## config.mk

```make
export PLATFORM = sky130hd
export DESIGN_NAME = xnor_popcount_acc
export DESIGN_NICKNAME = d
export VERILOG_FILES = /design/src/rtl/xnor_popcount_acc.sv
export SDC_FILE = /design/constraint.sdc
export NUM_CORES = 1
export LEC_CHECK = 0
export BUFFER_PORTS_ARGS = -buffer_cell sky130_fd_sc_hd__buf_2
export CORE_ASPECT_RATIO = 0.7
export CORE_MARGIN = 1.5
export CORE_UTILIZATION = 30
export DETAILED_ROUTE_END_ITERATION = 8
export HOLD_SLACK_MARGIN = 0.03
export PLACE_DENSITY = 0.53
export SKIP_LAST_GASP = 1
export SLEW_MARGIN = 10
export SYNTH_ARGS = -nofsm -noshare
export SYNTH_HDL_FRONTEND = slang
export SYNTH_HIERARCHICAL = 1
export SYNTH_SLANG_ARGS = --single-unit
```

## constraint.sdc

```tcl
create_clock -name clk -period 10.2 [get_ports clk]
set_input_delay 1.02 -clock clk [delete_from_list [all_inputs] [get_ports clk]]
set_output_delay 1.02 -clock clk [all_outputs]
set_load 0.005 [all_outputs]
```

## src/rtl/xnor_popcount_acc.sv

```systemverilog
// Binary-conv column accumulator: sums masked XNOR match bits over a window of
// kernel columns, then presents the match count and its thresholded activation.

// Popcount of one kernel column after row masking.
module xnor_popcnt_col #(
  parameter int ROWS = 7,
  parameter int CW   = 3
) (
  input  logic [ROWS-1:0] bits,
  input  logic [ROWS-1:0] mask,
  output logic [CW-1:0]   count
);
  always_comb begin
    count = '0;
    for (int i = 0; i < ROWS; i++) count = count + CW'(bits[i] & mask[i]);
  end
endmodule

module xnor_popcount_acc (
  input  logic       clk,
  input  logic       rst,
  input  logic       in_valid,
  output logic       in_ready,
  input  logic [6:0] xnor_in,
  input  logic [2:0] height,
  input  logic [2:0] width,
  input  logic [5:0] threshold,
  output logic       out_valid,
  input  logic       out_ready,
  output logic [5:0] pop_out,
  output logic       bin_out
);
  localparam logic [1:0] IDLE = 2'd0;
  localparam logic [1:0] ACC  = 2'd1;
  localparam logic [1:0] DONE = 2'd2;

  logic [1:0] state;
  logic [5:0] acc;
  logic [2:0] beat_cnt;
  logic [2:0] height_q, width_q;
  logic [5:0] thr_q;

  logic       accept, last_beat;
  logic [2:0] cur_height, cur_width, eff_width;
  logic [5:0] cur_thr, sum;
  logic [6:0] row_mask;
  logic [2:0] col_cnt;

  assign in_ready  = (state != DONE);
  assign out_valid = (state == DONE);
  assign accept    = in_valid && in_ready;

  // First beat of a window takes its config straight from the ports.
  assign eff_width  = (width == 3'd0) ? 3'd1 : width;
  assign cur_height = (state == IDLE) ? height    : height_q;
  assign cur_width  = (state == IDLE) ? eff_width : width_q;
  assign cur_thr    = (state == IDLE) ? threshold : thr_q;

  always_comb begin
    case (cur_height)
      3'd1:    row_mask = 7'h01;
      3'd3:    row_mask = 7'h07;
      3'd5:    row_mask = 7'h1F;
      default: row_mask = 7'h7F;
    endcase
  end

  xnor_popcnt_col #(.ROWS(7), .CW(3)) u_col (
    .bits  (xnor_in),
    .mask  (row_mask),
    .count (col_cnt)
  );

  assign sum       = acc + {3'b000, col_cnt};
  assign last_beat = ((beat_cnt + 3'd1) == cur_width);

  always_ff @(posedge clk or posedge rst) begin
    if (rst) begin
      state    <= IDLE;
      acc      <= '0;
      beat_cnt <= '0;
      height_q <= '0;
      width_q  <= '0;
      thr_q    <= '0;
      pop_out  <= '0;
      bin_out  <= 1'b0;
    end else begin
      case (state)
        IDLE, ACC: begin
          if (accept) begin
            if (state == IDLE) begin
              height_q <= height;
              width_q  <= eff_width;
              thr_q    <= threshold;
            end
            acc <= sum;
            if (last_beat) begin
              pop_out <= sum;
              bin_out <= (sum >= cur_thr);
              state   <= DONE;
            end else begin
              beat_cnt <= beat_cnt + 3'd1;
              state    <= ACC;
            end
          end
        end
        DONE: begin
          if (out_ready) begin
            state    <= IDLE;
            acc      <= '0;
            beat_cnt <= '0;
          end
        end
        default: state <= IDLE;
      endcase
    end
  end
endmodule
```

==> Word-level counts from Yosys, hierarchy flattened <==
Index checks and enable logic that the tools add are counted.
{ "word_totals": {"inputBits": 23, "word_cells": 60, "register_bits": 30, "out_inout_bits": 9} }
{ "classes": {"n_addsub": 8, "n_reduce_logical": 10, "eq_ne": 10, "muxes": 16, "bitwise_logic": 7, "n_lt_le_gt_ge": 1} }
{ "op_table": {"columns": ["operator", "count"], "rows": [
  ["$pmux 7 s3", 1],
  ["$add 3x3->3", 6],
  ["$mux 3", 6],
  ["$mux 6", 3],
  ["$pmux 6 s2", 1],
  ["$and 1x1->1", 7],
  ["$add 6x3->6", 1],
  ["$ge 6x6->1", 1],
  ["$mux 2", 3],
  ["$ne 2x2->1 const B", 3],
  ["$pmux 3 s2", 1],
  ["$reduce_and 3->1", 2],
  ["$pmux 2 s2", 1],
  ["$reduce_and 2->1", 2],
  ["$reduce_and 4->1", 1],
  ["$add 3x1->3 const B", 1],
  ["$eq 3x1->1 const B", 1],
  ["$eq 3x2->1 const B", 1],
  ["$eq 3x3->1", 1],
  ["$eq 3x3->1 const B", 1],
  ["$logic_not 3->1", 1],
  ["$eq 2x1->1 const B", 1],
  ["$eq 2x2->1 const B", 1],
  ["$logic_not 2->1", 1],
  ["other kinds (4)", 4]
]} }

==> Logic depth before layout (Yosys ltp) <==
{ "logic_depth": {"word_depth": 14, "ltp_mapped": 21, "depth_no_buf": 19} }

==> Hierarchy <==
Netlist, hierarchy kept.
{ "modules_own_cells": {"columns": ["module", "n_inst", "area_each_um2", "cells_each", "seq_area_each_um2"], "rows": [
  ["xnor_popcount_acc", 1, 1711.6, 170, 750.7],
  ["xnor_popcnt_col", 1, 130.1, 14, 0.0]
]} }

==> Worst setup path before layout <==
Ideal clock, no wire load.
{ "synth_timing": {"path_type": "input to register", "from": "in height[2]", "to": "reg bin_out", "setup_ns": 0.125, "required_time_ns": 10.075, "slack_ns": 4.857, "path_stages": 18, "arrival_time_ns": 5.218, "n_path_buf": 0, "path_cell_list": "nor4b_1 > a21oi_1 > and2_1 > fa_1 > fa_1 > inv_1 > fa_1 > inv_1 > fa_1 > ha_1 > a21o_1 > a21oi_1 > nor2_1 > xor2_1 > ha_1 > a21oi_1 > o21ai_0 > mux2_2"} }
{ "synth_between": {"elab_chain_cells": 12, "elab_cells_between_ends": 19, "cone_classes": "7 x add/sub; 1 x order compare; 3 x eq/ne; 2 x mux; 6 x bitwise"} }
{ "synth_rtl": {"columns": ["item", "line", "rtl"], "rows": [
  ["start: declaration", "25", "input logic [2:0] height,"],
  ["$mux 3 *", null, null],
  ["$eq 3x3->1 (tied with other cells)", "60", "case (cur_height)"],
  ["$pmux 7 s3 *", "60", null],
  ["named net row_mask[1]", "46", "logic [6:0] row_mask;"],
  ["$and 1x1->1 *", "15", "for (int i = 0; i < ROWS; i++) count = count + CW'(bits[i] & mask[i]);"],
  ["$add 3x3->3 * (6 in a row)", "15", null],
  ["named net col_cnt[1]", "47", "logic [2:0] col_cnt;"],
  ["$add 6x3->6 *", "74", "assign sum = acc + {3'b000, col_cnt};"],
  ["named net sum[5]", "45", "logic [5:0] cur_thr, sum;"],
  ["$ge 6x6->1 *", "99", "bin_out <= (sum >= cur_thr);"],
  ["end signal: assignment", "99", null],
  ["end: declaration", "31", "output logic bin_out"]
]} }
The timed path passes the listed nets; every way through them passes the cells marked *.
A chain may end at the register's enable or synchronous reset.

==> Worst setup path in the final report <==
{ "layout_timing": {"from": "reg state[1]", "to": "reg bin_out"} }
{ "layout_between": {"elab_cells_between_ends": 28, "cone_classes": "7 x add/sub; 1 x order compare; 6 x eq/ne; 4 x mux; 6 x bitwise; 4 x reduce/logical"} }
{ "layout_rtl": {"columns": ["item", "line", "rtl"], "rows": [
  ["start: declaration", "37", "logic [1:0] state;"],
  ["start signal: assignment", "79", "state <= IDLE;"],
  ["start signal: assignment", "100", "state <= DONE;"],
  ["start signal: assignment", "103", "state <= ACC;"],
  ["$logic_not 2->1 *", "55", "assign cur_height = (state == IDLE) ? height : height_q;"],
  ["$mux 3 *", null, null],
  ["$eq 3x3->1 (tied with other cells)", "60", null],
  ["$pmux 7 s3 *", "60", null],
  ["named net row_mask[3]", "46", null],
  ["$and 1x1->1 *", "15", null],
  ["$add 3x3->3 * (4 in a row)", "15", null],
  ["named net col_cnt[1]", "47", null],
  ["$add 6x3->6 *", "74", null],
  ["named net sum[5]", "45", null],
  ["$ge 6x6->1 *", "99", null]
]} }
Marked as above.

==> impl_results.md <==
* GPL Wtd Cong at roughly 0.80
* PortBufs at 31
* Total GRT Usage at 0.1340
* Vias/cell at roughly 4.8
* Grt peak-use layer: met2
* Drt first pass iters at 4
* P_leak at 0.001068 µW
* GR Util met3 at 0.03730
* Slew @ Worst Pin at between 0.8 and 0.9 ns
* Avg Cell Area, Syn at 10.01 µm²
* Depth of the most critical reg-to-reg path at 19
* Max Cap Viol at 0
* Final setup violation count at 0
* Drt drc at 0
* Clock Sinks at 30
* Layout cell share with drive strength beyond 1 at 0.2523
* Post-synth EDFFs at 0
* Critical path's slowest cell: nor2_1
* Drt initial violations at 42
* Crit. End Element: flip-flop
* Number of I/O pins at 32
* CTS tree: yes
* H-tree levels at 2
* Initial core utilization at 0.3168
* Area grow syn2layout at 17.12%
* Hpwl dp at 2.879 mm
* Fmax at ~180 MHz
* Max Buffers Root-to-Sink at 2
* Status: finished clean
* Routed Antenna Nets at 0
* Syn Nets at 222
* Root buf cell: clkbuf_8
* Largest net degree at the start of global routing at 31
* Most common cell on crit path: fa_1
* DRT Wirelength at between 3 and 4 mm
* Worst Hold Depth at 2
* WS Path Type: reg -> reg
* Row cnt at 23
* Synth area leaders: dfrtp_1, ha_1, mux2_2, nand2_1, fa_1
* HP Start: thr_q[4]
* First-pass GRT wire length at 6.879 mm
* Fin. Hold Viols at 0
* Worst path arrival time at around 5.8 ns
* # nets final at 255
* Clock latency on the worst-skew pair at 0.28 ns
* Sequential share of the synthesized area at 0.4076
* Met2 GRT Util at 0.2028
* Power Dens Cells at 391.2 nW/µm²
* Ys async rst share at 1.000
* Post-CTS setup buffer count at 0
* Post-CTS Hold Buffers at 0
* DIE HEIGHT at approximately 69 µm
* Ant diodes at 0
* Total congestion overflow at 0
* Hold WS at around 0.48 ns
* Post-CTS sizing at 0
* Initial antenna violation count at 0
* Cell Area, Synth at 1842 µm²
* Post-synth top area share at 0.4076
* #FFs+latches synth at 30
* Fin Setup TNS at 0 ns
* GR Util met1 at 0.1871
* Count of cell types in the netlist at 40
* RSZ-0062 raised after global routing: false
* CP required at 10.36 ns
* Critical path startpoint category: flip-flop
* CP Cell Sequence: nor2_1 > nor3b_1 > a31oi_1 > and2_1 > fa_1 > fa_1 > inv_1 > fa_1 > inv_1 > fa_1 > ha_1 > a21o_1 > a21oi_1 > nor2_1 > xor2_1 > ha_1 > a21oi_1 > o21ai_0 > mux2_2
* Vias in the first global route at 1,406
* Placed insts at 285
* Final non-filler cell total at 293
* Max rail drop VDD at approximately 140 µV
* Final min period at 5.656 ns
* Via count at ~1,400
* FF-to-FF End: bin_out
* Worst r2r src: state[1]
* Core Footprint at around 5800 µm²
* Die area at 6626 µm²
* Slew Limit Fails at 0
* Ys flop type: dfrtp_1
* Rel. slew slack at 0.4553
* Die width at 96.65 µm
* Worst min path class: reg -> reg
* CTS clk-pin slew, worst paths at 0.06 ns
* Post-synth top area cell: dfrtp_1
* Critical Path Fanout Max at 12
* Post-synthesis cell count at 184
* Clock buffer count from CTS at 5
* Post-route clock period utilization at 0.5545
* Wirelength per Cell at ~13 µm
* R2R setup slack at 4.54 ns
* YS warnings at 6
* Clock Skew at 0.007297 ns
* Hold EP: thr_q[4]
* Largest stage delay, worst path at 0.67 ns
* Commonest cells after routing, fill and taps aside: nand2_1, buf_2, dfrtp_1
-- cells in the mapped netlist (2+ instances only) --
| library cell | n |
|---|---|
| nand2b_1 | 5 |
| nor2_1 | 5 |
| and2_1 | 5 |
| a21o_1 | 4 |
| xor2_1 | 4 |
| nand2_1 | 31 |
| mux2_2 | 11 |
| fa_1 | 5 |
| xnor2_1 | 2 |
| inv_1 | 9 |
| o21ai_0 | 13 |
| clkbuf_1 | 3 |
| a21oi_1 | 6 |
| buf_2 | 2 |
| mux2i_1 | 8 |
| dfrtp_1 | 30 |
| and3_1 | 2 |
| o211ai_1 | 2 |
| nand3_1 | 4 |
| nor3b_1 | 3 |
| ha_1 | 10 |
| a31oi_1 | 2 |
-- cell type report --
type | instances | area, µm²
repair buffers | 32 | 162.7
inverters | 9 | 33.78
well taps | 75 | 93.84
clock inverters | 1 | 5.005
fillers | 601 | 3656
flip-flops and latches | 30 | 750.7
clock buffers | 7 | 86.33
multi-input cells | 139 | 1025
-- logic make-up after synthesis --
kind of cell	share of synthesized area
flip-flops	0.4076
AO/OA/AOI/OAI	0.1216
buffers and inverters	0.03600
other	0.002036
XOR/XNOR	0.02853
multiplexers	0.1107
AND/OR/NAND/NOR	0.1712
adder cells (fa/ha/maj)	0.1223
-- critical path, delay by kind of cell (launching register included) --
| kind | cells | cell delay [ns] |
|---|---|---|
| flops | 1 | 0.49 |
| mux | 1 | 0.26 |
| buf+inv | 2 | 0.13 |
| fa+ha+maj | 6 | 2.42 |
| xor+xnor | 1 | 0.24 |
| simple gates | 4 | 1.09 |
| compound gates | 5 | 0.91 |
-- sequential cells by signal (all words and copies together) (netlist names) --
name,cells
thr_q,6
beat_cnt,3
pop_out,6
height_q,3
acc,6
width_q,3
bin_out,1
state,2
-- per-stage QoR --
stage | util | power (µW) | worst slack (ns) | area [µm²]
CTS | 0.3711 | 857.1 | 4.456 | 2157
floorplan | - | 628.6 | 4.857 | 1842
finish | 0.3711 | 843.8 | 4.544 | 2157
global route | 0.3711 | 964.9 | 4.046 | 2157
global placement | 0.3554 | 748.2 | 4.484 | 2066
detailed placement | 0.3554 | 751.6 | 4.474 | 2066
-- layer usage --
layer / share of wire / vias to the layer above
li1: - / 701
met1: 0.53 / 656
met2: 0.42 / 37
met3: 0.048 / 4
met4: 0.0059 / 0
met5: 0 / -
-- power by group --
group	total, µW	switching, µW	leakage [µW]	internal (µW)
Sequential	218	41.9	0.000370	176
Combinational	526	281	0.000649	245
Clock	99.1	44.8	0.0000482	54.4
Total	844	367	0.00107	476
-- worst max path at each step --
stage	from	endpoint
4_1_cts	state[1]	bin_out
5_1_grt	state[1]	bin_out
3_5_place_dp	height[2]	bin_out
6_report	state[1]	bin_out
3_3_place_gp	state[1]	bin_out
2_1_floorplan	height[2]	bin_out
Note: power is estimated with default switching activity, not from simulation.
